`src/rtl/comet_ii_pkg.sv`:
```
// comet_ii_pkg: shared definitions for the COMET II execute controller.
// Provides datapath widths, ALU op codes, FR bit positions, the controller
// state enum, the writeback payload struct and small op-decode helpers.
package comet_ii_pkg;

   localparam int unsigned DATA_W = 16;
   localparam int unsigned OP_W   = 4;
   localparam int unsigned IDX_W  = 3;
   localparam int unsigned FR_W   = 3;
   localparam int unsigned CNT_W  = 32;

   // FR layout {OF,SF,ZF}
   localparam int unsigned FR_OF = 2;
   localparam int unsigned FR_SF = 1;
   localparam int unsigned FR_ZF = 0;

   localparam logic [OP_W-1:0] OP_LD   = 4'h0;
   localparam logic [OP_W-1:0] OP_ADDA = 4'h1;
   localparam logic [OP_W-1:0] OP_SUBA = 4'h2;
   localparam logic [OP_W-1:0] OP_ADDL = 4'h3;
   localparam logic [OP_W-1:0] OP_SUBL = 4'h4;
   localparam logic [OP_W-1:0] OP_AND  = 4'h5;
   localparam logic [OP_W-1:0] OP_OR   = 4'h6;
   localparam logic [OP_W-1:0] OP_XOR  = 4'h7;
   localparam logic [OP_W-1:0] OP_CPA  = 4'h8;
   localparam logic [OP_W-1:0] OP_CPL  = 4'h9;
   localparam logic [OP_W-1:0] OP_SLA  = 4'hA;
   localparam logic [OP_W-1:0] OP_SRA  = 4'hB;
   localparam logic [OP_W-1:0] OP_SLL  = 4'hC;
   localparam logic [OP_W-1:0] OP_SRL  = 4'hD;
   localparam logic [OP_W-1:0] OP_NOP  = 4'hF;

   // Largest meaningful shift distance for a 16-bit word
   localparam logic [DATA_W-1:0] SHIFT_MAX = DATA_W'(16);

   typedef enum logic [1:0] {
      ST_IDLE = 2'd0,
      ST_EXEC = 2'd1,
      ST_WB   = 2'd2
   } state_e;

   typedef struct packed {
      logic [IDX_W-1:0]  idx;
      logic [DATA_W-1:0] data;
   } wb_payload_t;

   // Ops that write a GR result
   function automatic logic op_has_wb(input logic [OP_W-1:0] op);
      logic r;
      r = 1'b0;
      case (op)
         OP_LD, OP_ADDA, OP_SUBA, OP_ADDL, OP_SUBL, OP_AND, OP_OR, OP_XOR,
         OP_SLA, OP_SRA, OP_SLL, OP_SRL: r = 1'b1;
         default:                        r = 1'b0;
      endcase
      return r;
   endfunction

   // Ops that update FR: every writeback op plus the compares
   function automatic logic op_sets_fr(input logic [OP_W-1:0] op);
      return op_has_wb(op) || (op == OP_CPA) || (op == OP_CPL);
   endfunction

   function automatic logic op_is_shift(input logic [OP_W-1:0] op);
      return (op == OP_SLA) || (op == OP_SRA) || (op == OP_SLL) || (op == OP_SRL);
   endfunction

   function automatic logic [DATA_W-1:0] shift_clamp(input logic [DATA_W-1:0] b);
      return (b > SHIFT_MAX) ? SHIFT_MAX : b;
   endfunction

endpackage

```
`src/rtl/comet_ii_exec_wb_reg.sv`:
```
// comet_ii_exec_wb_reg: writeback index/data register with valid/ready handshake.
// Ports: clk, rst_n (async active-low); load/load_data capture a new result
// and raise wb_valid; wb_ready completes the handshake; wb_valid/wb_idx/wb_data
// are the registered writeback outputs, held stable until accepted.
module comet_ii_exec_wb_reg
   import comet_ii_pkg::*;
(
   input  logic              clk,
   input  logic              rst_n,
   input  logic              load,
   input  wb_payload_t       load_data,
   input  logic              wb_ready,
   output logic              wb_valid,
   output logic [IDX_W-1:0]  wb_idx,
   output logic [DATA_W-1:0] wb_data
);

   // Capture on load; drop valid once the consumer takes it
   always_ff @(posedge clk or negedge rst_n) begin
      if (!rst_n) begin
         wb_valid <= 1'b0;
         wb_idx   <= '0;
         wb_data  <= '0;
      end else if (load) begin
         wb_valid <= 1'b1;
         wb_idx   <= load_data.idx;
         wb_data  <= load_data.data;
      end else if (wb_valid && wb_ready) begin
         wb_valid <= 1'b0;
      end
   end

endmodule

```
`src/rtl/comet_ii_exec_ctrl.sv`:
```
// comet_ii_exec_ctrl: COMET II execute controller (IDLE -> EXEC -> [WB] -> IDLE).
// Accepts one decoded op per IDLE cycle, drives the external combinational
// ALU for exactly one EXEC cycle, captures its result/flags, and delivers
// GR writeback over a valid/ready handshake.
// Ports:
//   clk, rst_n                     clock, async active-low reset
//   req_valid/req_ready            issue handshake from decode
//   req_op, req_dst, req_a, req_b  op code, destination GR, operands
//   alu_op, alu_in0, alu_in1       registered ALU drive (NOP outside EXEC)
//   alu_result, alu_fr             ALU result and {OF,SF,ZF}
//   wb_valid/wb_ready, wb_idx, wb_data   GR writeback handshake
//   fr                             architectural flag register {OF,SF,ZF}
//   busy                           high whenever not IDLE
// Optional: define COMET_II_EXEC_CNT_EN to add op_count, a saturating
// count of completed EXEC cycles.
module comet_ii_exec_ctrl
   import comet_ii_pkg::*;
(
   input  logic              clk,
   input  logic              rst_n,
   input  logic              req_valid,
   output logic              req_ready,
   input  logic [OP_W-1:0]   req_op,
   input  logic [IDX_W-1:0]  req_dst,
   input  logic [DATA_W-1:0] req_a,
   input  logic [DATA_W-1:0] req_b,
   output logic [OP_W-1:0]   alu_op,
   output logic [DATA_W-1:0] alu_in0,
   output logic [DATA_W-1:0] alu_in1,
   input  logic [DATA_W-1:0] alu_result,
   input  logic [FR_W-1:0]   alu_fr,
   output logic              wb_valid,
   input  logic              wb_ready,
   output logic [IDX_W-1:0]  wb_idx,
   output logic [DATA_W-1:0] wb_data,
   output logic [FR_W-1:0]   fr,
   output logic              busy
`ifdef COMET_II_EXEC_CNT_EN
   ,
   output logic [CNT_W-1:0]  op_count
`endif
);

   state_e           state;
   logic [OP_W-1:0]  op_q;
   logic [IDX_W-1:0] dst_q;
   logic             transfer;
   logic             load_wb;
   wb_payload_t      wb_payload;

   assign transfer        = req_valid && req_ready;
   assign load_wb         = (state == ST_EXEC) && op_has_wb(op_q);
   assign wb_payload.idx  = dst_q;
   assign wb_payload.data = alu_result;

   // Controller FSM; req_ready/busy are registered alongside the state
   always_ff @(posedge clk or negedge rst_n) begin
      if (!rst_n) begin
         state     <= ST_IDLE;
         req_ready <= 1'b1;
         busy      <= 1'b0;
         op_q      <= OP_NOP;
         dst_q     <= '0;
         alu_op    <= OP_NOP;
         alu_in0   <= '0;
         alu_in1   <= '0;
         fr        <= '0;
      end else begin
         unique case (state)
            ST_IDLE: begin
               if (transfer) begin
                  state     <= ST_EXEC;
                  req_ready <= 1'b0;
                  busy      <= 1'b1;
                  op_q      <= req_op;
                  dst_q     <= req_dst;
                  alu_op    <= req_op;
                  alu_in0   <= req_a;
                  // Shift distance saturates at the word width
                  alu_in1   <= op_is_shift(req_op) ? shift_clamp(req_b) : req_b;
               end
            end
            ST_EXEC: begin
               // Operands keep their last value; only the op drops to NOP
               alu_op <= OP_NOP;
               if (op_sets_fr(op_q)) begin
                  fr <= alu_fr;
               end
               if (op_has_wb(op_q)) begin
                  state <= ST_WB;
               end else begin
                  state     <= ST_IDLE;
                  req_ready <= 1'b1;
                  busy      <= 1'b0;
               end
            end
            ST_WB: begin
               if (wb_ready) begin
                  state     <= ST_IDLE;
                  req_ready <= 1'b1;
                  busy      <= 1'b0;
               end
            end
            default: begin
               state     <= ST_IDLE;
               req_ready <= 1'b1;
               busy      <= 1'b0;
               alu_op    <= OP_NOP;
            end
         endcase
      end
   end

   comet_ii_exec_wb_reg u_wb_reg (
      .clk       (clk),
      .rst_n     (rst_n),
      .load      (load_wb),
      .load_data (wb_payload),
      .wb_ready  (wb_ready),
      .wb_valid  (wb_valid),
      .wb_idx    (wb_idx),
      .wb_data   (wb_data)
   );

`ifdef COMET_II_EXEC_CNT_EN
   // Saturating count of EXEC cycles, NOPs included
   always_ff @(posedge clk or negedge rst_n) begin
      if (!rst_n) begin
         op_count <= '0;
      end else if ((state == ST_EXEC) && (op_count != '1)) begin
         op_count <= op_count + CNT_W'(1);
      end
   end
`endif

endmodule

```
`config.mk`:
```
export PLATFORM = sky130hd
export DESIGN_NAME = comet_ii_exec_ctrl
export DESIGN_NICKNAME = d
export VERILOG_FILES = /design/src/rtl/comet_ii_pkg.sv /design/src/rtl/comet_ii_exec_wb_reg.sv /design/src/rtl/comet_ii_exec_ctrl.sv
export SDC_FILE = /design/constraint.sdc
export NUM_CORES = 1
export LEC_CHECK = 0
export ABC_CLOCK_PERIOD_IN_PS = 4800
export CORE_ASPECT_RATIO = 0.7
export CORE_MARGIN = 4
export CORE_UTILIZATION = 26
export DETAILED_ROUTE_END_ITERATION = 10
export PLACE_DENSITY_LB_ADDON = 0.05
export SLEW_MARGIN = 20
export SYNTH_ARGS = -nofsm -noshare
export SYNTH_HDL_FRONTEND = slang
export SYNTH_SLANG_ARGS = --single-unit
```
`constraint.sdc`:
```
create_clock -name clk -period 4.8 [get_ports clk]
set_input_delay 0.96 -clock clk [delete_from_list [all_inputs] [get_ports clk]]
set_output_delay 0.96 -clock clk [all_outputs]
set_load 0.05 [all_outputs]
```
Word level (Yosys, flattened, before mapping):

Memories as Yosys holds them, arrays and structs flattened.
Index checks and enable logic that the tools add are counted.
W data, S select, Z words.

* bits in registers: 70
* bits in latches: 0
* bits in writable memories: 0
* ROM bits: 48
* input port bits: 62
* output and inout bits: 61
* logic and storage cells: 63
* memories kept: 3

Memories
* (no name shown): depth 16, bits a word 1, rd ports 1, clocked after Yosys merged registers in 0, write ports 0, line comet_ii_pkg.sv:51 `case (op)`
* (no name shown): depth 16, bits a word 1, rd ports 1, clocked after Yosys merged registers in 0, write ports 0, line comet_ii_pkg.sv:51
* (no name shown): depth 16, bits a word 1, rd ports 1, clocked after Yosys merged registers in 0, write ports 0, line comet_ii_pkg.sv:51

* add/subtract/negate cells: 0
* multipliers: 0
* div/mod/pow operators: 0
* $lt $le $gt $ge: 1
* equality and inequality tests: 11
* shifts and indexed selects: 0
* multiplexer cells: 20
* bitwise logic cells: 1
* reductions and logical operators: 15

Operator list (count)
* $mux W16: 2
* $eq A4 B4 Y1 const B: 6
* $gt A16 B5 Y1 const B: 1
* $mux W1: 10
* $pmux W4 S2: 1
* $reduce_and A2 Y1: 4
* $mux W2: 3
* $ne A2 B2 Y1 const B: 3
* $pmux W1 S3: 2
* $pmux W2 S3: 1
* $logic_or A1 B1 Y1: 5
* $mux W4: 1
* $logic_and A1 B1 Y1: 3
* $reduce_and A3 Y1: 1
* $eq A2 B1 Y1 const B: 1
* $eq A2 B2 Y1 const B: 1
* $logic_not A2 Y1: 1
* $reduce_bool A2 Y1: 1
* $not A1 Y1: 1

Logic depth before layout (Yosys ltp):

Gate-level depths: netlist of the first run.

* word-level depth: 5
* gate-level depth with buffers: 7
* gate-level depth less buffers: 6

Cells and area by module:

A second synthesis of the first run with hierarchy kept.

* cell total of the unflattened synthesis: 247
* area total of the unflattened synthesis: 2822.7 um2

By module, submodules not included
* comet_ii_exec_ctrl: times used 1, cells each 204, area an instance 2003.2 um2, seq. area each 1236.2 um2
* comet_ii_exec_wb_reg: times used 1, cells each 43, area an instance 819.5 um2, seq. area each 500.5 um2

Worst setup path before layout of the first run:

No wires, ideal clock.

* path kind: input port to flip-flop
* from: input req_valid
* to: register alu_in1[0]
* setup time: 0.121 ns
* data arrival time: 1.806 ns
* required time: 4.679 ns
* slack: 2.873 ns
* stages: 5
* buffers on the path: 2
* cells stage by stage: nand3b_4 > or2_1 > buf_6 > buf_2 > a22o_1

* word-level cells in the longest chain between the ends: 2

Ends and longest elaborated chain
* from (decl): line comet_ii_exec_ctrl.sv:21 `input logic req_valid,`
* $logic_and A1 B1 Y1: line comet_ii_exec_ctrl.sv:51 `assign transfer = req_valid && req_ready;`
* $reduce_and A2 Y1 (no line)
* to (signal assigned): line comet_ii_exec_ctrl.sv:80 `alu_in1 <= op_is_shift(req_op) ? shift_clamp(req_b) : req_b;`
* to (decl): line comet_ii_exec_ctrl.sv:29 `output logic [DATA_W-1:0] alu_in1,`

No other way between the ends.
A chain may end at the register's enable or synchronous reset.

Worst setup path in the final report of the first run:

* from: input req_valid
* to: register alu_in1[3]

Same word-level chain as after synthesis.

==> impl_results.md, run 1 <==
- Status: completed
- Slew headroom: 0.366
- Combinational share of power: 0.501
- Final Max Slew Viols: 0
- Critical Path Source Type: input pin
- Pre-antenna DRT Iters: 4
- Worst Skew: 5.29 ps
- Post-Syn Nets: 309
- Diode count: 0
- Initial Util: 0.266
- Max VDD drop: 0.331 mV
- Setup TNS: 0 ps
- Max-Cap Viols: 0
- Worst-Margin Slew: 948 ps
- Most frequent cell after synthesis: nand2_1
- Yosys top cell area share: 0.555
- Number of clock sinks: 69
- Initial antenna violation count: 0
- CORE AREA: 0.0103 mm^2
- Syn Inst Count: 247
- Clock Power Share: 0.215
- Row cnt: 31
- IO buf count: 122
- # H-tree levels: 3
- CP Cell Sequence: clkdlybuf4s50_1 > nand3b_4 > or2_2 > clkinv_4 > nand2_2 > o22ai_4 > a22o_1
- CTS hold repair buffers: 0
- Post-CTS Setup Inserts: 0
- GRT Resource Usage Total: 0.120
- Pint: 2060 uW
- Crit path time final: 3030 ps
- Synth Area per Inst: 11.1 um^2
- Clock buffer count from CTS: 9
- DR iter-0 viols: 93
- Critical path type: in -> reg
- Routability congestion estimate: 0.715
- Slowest CP cell: or2_2
- Power Dens Cells: 823 mW/mm^2
- Synth area leader: dfrtp_1
- Clk root buf: clkbuf_16
- Net Switching: 1580 uW
- Flop pwr share: 0.284
- Number of global-route vias before repair: 2233
- Post-synth top cells: nand2_1, dfrtp_1, mux2_2
- Pleak: 0.00196 uW
- Vias per cell: 4.17
- CTS resizes: 0
- RSZ-0062 raised after global routing: no
- Final period util: 0.631
- Final wirelength: 7060 um
- Largest net degree at the start of global routing: 70
- GRT overflow: 0
- Post-layout util: 0.428
- Final Hold Viols: 0
- Async S/R FF share, synth: 1.00
- Vias: 2105
- CP required: 5010 ps
- Synth unique cells: 30
- Buf/Inv on CP: 2
- Die Y: 94.0 um
- Nets: 430
- I/O Pins: 123
- Clock latency on the worst-skew pair: 330 ps
- Synth warn: 0
- Worst path max stage delay: 710 ps
- WP data arrival: 3240 ps
- Layout area overhead: 60.7%
- Cell Area, Synth: 0.00275 mm^2
- Area contributors post-synth: dfrtp_1, nand2_1, mux2_2
- Crit. End Element: flop
- Post-DRT Antenna Nets: 0
- CP max FO: 41
- Predominant post-synthesis flop cell: dfrtp_1
- EDFF count, synth: 0
- Die Area: 0.0123 mm^2
- # DRC: 0
- CTS Buffer Depth: 2
- Sw frac: 0.434
- Crit-path leading delay family: simple AND/OR/NAND/NOR gates
- Sequential area share after synthesis: 0.632
- DP Wirelength: 4890 um
- Detailed-route wire length per cell: 14.0 um
- FF+latch count, synth: 69
- Clock transition at path regs: 60 ps
- Wire length of the first global-routing pass: 11200 um
- CTS tree: built
- Worst hold path type: reg -> reg
- Share of post-route cells with drive strength above 1: 0.139
- Die Width: 131 um
- Setup violations, final: 0
- FMAX: 0.330 GHz
[power by group through the flow]
stage	registers, uW	clock network [uW]	logic [uW]
finish	1030	783	1820
global placement	1040	0	1840
global route	1070	834	1920
floorplan	1860	0	384
detailed placement	1040	0	1850
CTS	1030	810	1850
[layout make-up]
class	instances	area [um^2]
clock inverters	5	106
clock buffers	11	253
flip-flops and latches	69	1740
fillers	978	5900
repair buffers	122	1220
well taps	132	165
multi-input cells	159	907
inverters	7	31.3
[flip-flops by register name, summed over array words and instances, names as in the netlist]
name	count
op_q	3
u_wb_reg.wb_data	16
fr	3
u_wb_reg.wb_idx	3
req_ready	1
alu_in0	16
busy	1
dst_q	3
alu_in1	16
state	2
alu_op	4
u_wb_reg.wb_valid	1
[placed cells by master, fill, tap and decap left out, drive strengths merged]
| cell | synthesis | routed |
|---|---|---|
| a211o | 4 | 4 |
| xnor2 | 1 | 1 |
| clkinv | 1 | 2 |
| a21oi | 3 | 3 |
| a22o | 4 | 4 |
| nor3 | 1 | 1 |
| nand2 | 87 | 87 |
| clkinvlp | 0 | 1 |
| o22ai | 2 | 2 |
| dfrtp | 61 | 61 |
| mux2 | 22 | 22 |
| nor4 | 2 | 2 |
| nand3b | 2 | 2 |
| o22a | 3 | 3 |
| a21o | 1 | 1 |
| or2 | 1 | 1 |
| inv | 6 | 6 |
| o41ai | 1 | 1 |
| nor2b | 1 | 1 |
| o21ai | 14 | 14 |
| bufinv | 0 | 3 |
| buf | 9 | 1 |
| clkbuf | 3 | 11 |
| dfstp | 8 | 8 |
| nand3 | 2 | 2 |
| clkdlybuf4s50 | 0 | 121 |
| nor2 | 8 | 8 |
[path summary, 6_finish.rpt]
path,startpoint,to,slack [ps],depth (start not counted)
hold / removal,dst_q[1],dst_q[1],470,2
hold reg to reg,dst_q[1],dst_q[1],470,2
setup / recovery,req_valid,alu_in1[3],1770,7
setup reg to reg,state[1],alu_in1[3],2410,6
min in group asynchronous,rst_n,u_wb_reg.wb_data[11],740,1
max in group asynchronous,rst_n,alu_in0[9],3490,1
[logic make-up (layout without fill, tap and decap cells)]
logic type / after synthesis / in the layout / synth area share
and+or+nand+nor: 104 / 104 / 0.155
buffers and inverters: 19 / 145 / 0.0382
DFF: 69 / 69 / 0.632
xor gates and xnor gates: 1 / 1 / 0.00319
muxes: 22 / 22 / 0.0901
AOI/OAI and AO/OA: 32 / 32 / 0.0815
[layer usage]
metal,global-route usage,part of all wire
met1,0.153,0.47
met2,0.171,0.42
met3,0.0631,0.092
met4,0.0488,0.018
met5,0,0
[worst reg2reg max path, cell delays in order, from the launching register on]
cell	delay, ps
dfrtp_1	410
nand3b_4	210
or2_2	710
clkinv_4	440
nand2_2	190
o22ai_4	90
a22o_1	210
[metrics by stage]
stage	power (uW)	std cells	worst slack (ps)	area, um^2	hold WS [ps]
2_1_floorplan	2250	247	2870	2750	442
4_1_cts	3690	505	1740	4420	478
6_report	3630	505	1770	4420	473
3_3_place_gp	2870	489	1400	4060	458
5_1_grt	3830	505	1550	4420	499
3_5_place_dp	2880	489	1380	4060	462
No activity file was read; power rests on OpenSTA's default activity.
==> run 2: changes to the inputs <==
- ABC_CLOCK_PERIOD_IN_PS: 4800 -> 2860
- clock period: 4.8 -> 2.86 ns (I/O delays scaled with it)
==> impl_results.md, run 2 (synthesized netlist as in run 1, its figures left out) <==
- Die Y: 94.0 um (unchanged)
- Initial Util: 0.266 (unchanged)
- Largest regs: alu_in0: 16 flops, alu_in1: 16 flops, u_wb_reg.wb_data: 16 flops
- Layout area overhead: 59.1%
- Critical Path Source Type: flop
- Post-DRT Antenna Nets: 0 (unchanged)
- Diode count: 0 (unchanged)
- Final instance area: 0.00437 mm^2 (-1.0%)
- Die Width: 131 um (unchanged)
- Crit path time final: 2320 ps
- CTS tree: built
- Max VDD drop: 0.680 mV (+110%)
- Vias: 2158 (+2.5%)
- Fin Hold WS: 352 ps (-122 ps)
- Wire length of the first global-routing pass: 11600 um (+3.1%)
- Slowest CP cell: clkdlybuf4s50_1
- Status: completed
- # H-tree levels: 3 (unchanged)
- Largest net degree at the start of global routing: 70 (unchanged)
- WP data arrival: 1750 ps (-1490 ps)
- Vias per cell: 4.25 (+1.9%)
- Clock buffer count from CTS: 9 (unchanged)
- Setup violations, final: 0 (unchanged)
- Max-Cap Viols: 0 (unchanged)
- Routability congestion estimate: 0.718 (+0.38%)
- Slew headroom: 0.400 (+0.0345)
- Met3 Usage GRT: 0.0597 (-0.00341)
- Most used routing layer: met2
- CTS Buffer Depth: 2 (unchanged)
- Crit. End Element: primary output
- I/O Pins: 123 (unchanged)
- Clk root buf: clkbuf_16
- Buf/Inv on CP: 1 (-1)
- CP Cell Sequence: clkdlybuf4s50_1
- Final wirelength: 7130 um (+0.93%)
- DP Wirelength: 4890 um (about the same)
- Final period util: 0.811
- Setup TNS: 0 ps (unchanged)
- IO buf count: 122 (unchanged)
- Initial antenna violation count: 0 (unchanged)
- Crit-path leading delay family: buffers and inverters
- Placed Area: 0.00408 mm^2 (+0.55%)
- Final Hold Viols: 0 (unchanged)
- CP required: 2290 ps (-2720 ps)
- GR Util met2: 0.177 (+0.00509)
- # DRC: 0 (unchanged)
- Final Max Slew Viols: 0 (unchanged)
- Tot Pwr: 5880 uW (+62%)
- Worst hold path type: in -> async
- CP max FO: 6 (-85%)
- Die Area: 0.0123 mm^2 (unchanged)
- CTS hold repair buffers: 0 (unchanged)
- Pleak: 0.00195 uW (-0.69%)
- Most frequent cells in the layout: clkdlybuf4s50_1, nand2_1, dfrtp_1
- Nets: 433 (+0.70%)
- Worst-Margin Slew: 900 ps (-48.3 ps)
- Clock transition at path regs: 60 ps (about the same)
- Worst Skew: 8.77 ps (+3.48 ps)
- Share of post-route cells with drive strength above 1: 0.146 (+0.00687)
- Post-layout util: 0.424 (-0.00437)
- DR iter-0 viols: 83 (-11%)
- Number of clock sinks: 69 (unchanged)
- Detailed-route wire length per cell: 14.0 um (+0.34%)
- Critical path type: reg -> out
- RSZ-0062 raised after global routing: no
- CTS resizes: 0 (unchanged)
- GRT Resource Usage Total: 0.123 (+0.00292)
- GRT overflow: 0 (unchanged)
- CORE AREA: 0.0103 mm^2 (unchanged)
- Row cnt: 31 (unchanged)
- Worst path max stage delay: 830 ps (+120 ps)
- Most common cell after layout, fill and taps aside: clkdlybuf4s50_1
- Met1 Use GR: 0.160 (+0.00763)
- Clock latency on the worst-skew pair: 330 ps (about the same)
- Post-CTS Setup Inserts: 0 (unchanged)
- Number of global-route vias before repair: 2341 (+4.8%)
- Power Dens Cells: 1340 mW/mm^2 (+63%)
- Pre-antenna DRT Iters: 4 (unchanged)
- FMAX: 0.431 GHz
## run 2: cell count changes in the layout (fill, tap and decap cells not counted), sizes merged
cell,delta
clkinv,+4
clkbuf,-2
bufinv,-2
buf,+3
## run 2: final timing paths
kind / from / end / slack (ps) / depth (start not counted)
setup / recovery: req_ready / req_ready / 540 / 1
hold / removal: rst_n / u_wb_reg.wb_data[11] / 350 / 1
setup reg to reg: req_ready / alu_in1[2] / 1030 / 5
hold reg to reg: alu_in0[6] / alu_in0[6] / 470 / 2
max in group asynchronous: rst_n / state[0] / 1890 / 1
min in group clk: alu_in0[6] / alu_in0[6] / 470 / 2
## run 2: cell type report
class,count,area [um^2]
clock buffer,9,225
clock inverter,7,66.3
fill,1010,5940
inverter,7,31.3
multi-input combinational,159,907
sequential,69,1740
tap,132,165
timing repair buffer,125,1240
## run 2: stage by stage
step	cells	worst slack, ps
floorplan	247	1110
global placement	492	505
detailed placement	492	464
CTS	508	515
global route	508	489
finish	508	541
## run 2: routing by layer
| layer | vias to the layer above | share of wire |
|---|---|---|
| met4 | 0 | 0.015 |
| met2 | 69 | 0.44 |
| met1 | 1016 | 0.46 |
| met3 | 9 | 0.079 |
| met5 | - | 0 |
| li1 | 1064 | - |
## run 2: power breakdown
| group | leakage [uW] | total [uW] | internal [uW] | switching (uW) |
|---|---|---|---|---|
| logic | 0.000967 | 3070 | 1090 | 1980 |
| registers | 0.000834 | 1720 | 1470 | 249 |
| clock network | 0.000145 | 1090 | 669 | 417 |
| total | 0.00195 | 5880 | 3230 | 2650 |
==> run 3: changes to the inputs <==
- ABC_CLOCK_PERIOD_IN_PS: 2860 -> 2200
- clock period: 2.86 -> 2.2 ns (I/O delays scaled with it)
==> impl_results.md, run 3 (synthesized netlist as in run 1, its figures left out) <==
- Status: completed
- Nets: 438 (+1.2%)
- Most common cell after layout, fill and taps aside: clkdlybuf4s50_1
- Crit path time final: 2100 ps
- Final Hold Viols: 0 (unchanged)
- Crit-path leading delay family: buffers and inverters
- Routability congestion estimate: 0.692 (-3.5%)
- WP data arrival: 1660 ps (-90 ps)
- CTS resizes: 0 (unchanged)
- GRT Resource Usage Total: 0.123 (-0.000480)
- Largest net degree at the start of global routing: 51 (-27%)
- Slew headroom: 0.572 (+0.172)
- Initial Util: 0.266 (unchanged)
- Vias: 2150 (-0.37%)
- Worst path max stage delay: 810 ps (-20 ps)
- FMAX: 0.476 GHz
- Wire length of the first global-routing pass: 11500 um (-1.1%)
- Pre-antenna DRT Iters: 4 (unchanged)
- Setup TNS: 0 ps (unchanged)
- Setup violations, final: 0 (unchanged)
- Power Dens Cells: 1720 mW/mm^2 (+28%)
- Tot Pwr: 7520 uW (+28%)
- DR iter-0 viols: 59 (-29%)
- CTS Buffer Depth: 2 (unchanged)
- GRT overflow: 0 (unchanged)
- Largest regs: alu_in0: 16 flops, alu_in1: 16 flops, u_wb_reg.wb_data: 16 flops
- RSZ-0062 raised after global routing: no
- Worst-Margin Slew: 642 ps (-258 ps)
- CP required: 1760 ps (-530 ps)
- Clock transition at path regs: 50 ps (about the same)
- Number of clock sinks: 69 (unchanged)
- Vias per cell: 4.19 (-1.3%)
- Critical Path Source Type: flop
- CP max FO: 2 (-4)
- Most frequent cells in the layout: clkdlybuf4s50_1, nand2_1, dfrtp_1
- Die Area: 0.0123 mm^2 (unchanged)
- Filler Cells Inserted: 997 (-1.3%)
- CTS hold repair buffers: 0 (unchanged)
- Register area: 0.00174 mm^2 (unchanged)
- Multi-input logic area: 907 um^2 (unchanged)
- Buf/Inv on CP: 1 (unchanged)
- Clock latency on the worst-skew pair: 330 ps (about the same)
- Initial antenna violation count: 0 (unchanged)
- Final period util: 0.956
- # H-tree levels: 3 (unchanged)
- Final wirelength: 7230 um (+1.4%)
- Pleak: 0.00195 uW (+0.43%)
- R2r setup slk: 500 ps (-530 ps)
- Worst hold path type: in -> async
- Final Max Slew Viols: 0 (unchanged)
- Crit. End Element: primary output
- CORE AREA: 0.0103 mm^2 (unchanged)
- Critical path type: reg -> out
- Die Y: 94.0 um (unchanged)
- Clk root buf: clkbuf_16
- IO buf count: 122 (unchanged)
- Number of global-route vias before repair: 2257 (-3.6%)
- Clock buffer count from CTS: 9 (unchanged)
- Detailed-route wire length per cell: 14.1 um (+0.39%)
- Post-DRT Antenna Nets: 0 (unchanged)
- CTS tree: built
- Layout area overhead: 58.9% (about the same)
- Diode count: 0 (unchanged)
- I/O Pins: 123 (unchanged)
- Share of post-route cells with drive strength above 1: 0.152 (+0.00595)
- Worst Skew: 5.40 ps (-3.37 ps)
- Slowest CP cell: clkdlybuf4s50_1
- CP Cell Sequence: clkdlybuf4s50_1
- # DRC: 0 (unchanged)
- Max-Cap Viols: 0 (unchanged)
- DP Wirelength: 5310 um (+8.5%)
- Row cnt: 31 (unchanged)
- Max VDD drop: 0.690 mV (+1.6%)
- Die Width: 131 um (unchanged)
- Post-CTS Setup Inserts: 0 (unchanged)
run 3: stage by stage:
stage | std cells | hold slack, ps | setup slack [ps] | instance area, um^2 | utilization
after floorplan | 247 | 144 | 455 | 2750 | -
after global placement | 497 | 462 | 136 | 4110 | 0.399
after detailed placement | 497 | 461 | 101 | 4110 | 0.399
after CTS | 513 | 160 | 77.0 | 4370 | 0.423
after global routing | 513 | 186 | 56.4 | 4370 | 0.423
final | 513 | 134 | 97.9 | 4370 | 0.423
run 3: routing by layer:
metal,up-vias,GRT usage,part of all wire
li1,1074,-,-
met1,1001,0.164,0.48
met2,69,0.172,0.42
met3,6,0.0631,0.091
met4,0,0.0385,0.010
met5,-,0,0
run 3: layout make-up:
cell class | instances | area share
Clock buffer | 13 | 0.0550
Clock inverter | 3 | 0.00344
Inverter | 7 | 0.00716
Sequential cell | 69 | 0.397
Timing Repair Buffer | 130 | 0.292
Tap cell | 132 | 0.0378
Multi-Input combinational cell | 159 | 0.208
run 3: where the power goes:
part / total [uW] / internal, uW / leakage [uW] / switching, uW
clock network: 1260 / 757 / 0.000127 / 501
logic: 4010 / 1430 / 0.000993 / 2590
registers: 2240 / 1920 / 0.000834 / 329
total: 7520 / 4100 / 0.00195 / 3420
run 3: worst paths after layout:
kind / start / end / depth (start not counted)
worst max-delay path: alu_op[0] / alu_op[0] / 1
worst min-delay path: rst_n / u_wb_reg.wb_data[11] / 1
worst max register to register: op_q[3] / u_wb_reg.wb_data[8] / 5
worst min register to register: dst_q[0] / dst_q[0] / 2
max in group asynchronous: rst_n / u_wb_reg.wb_data[15] / 2
min in group clk: dst_q[0] / dst_q[0] / 2
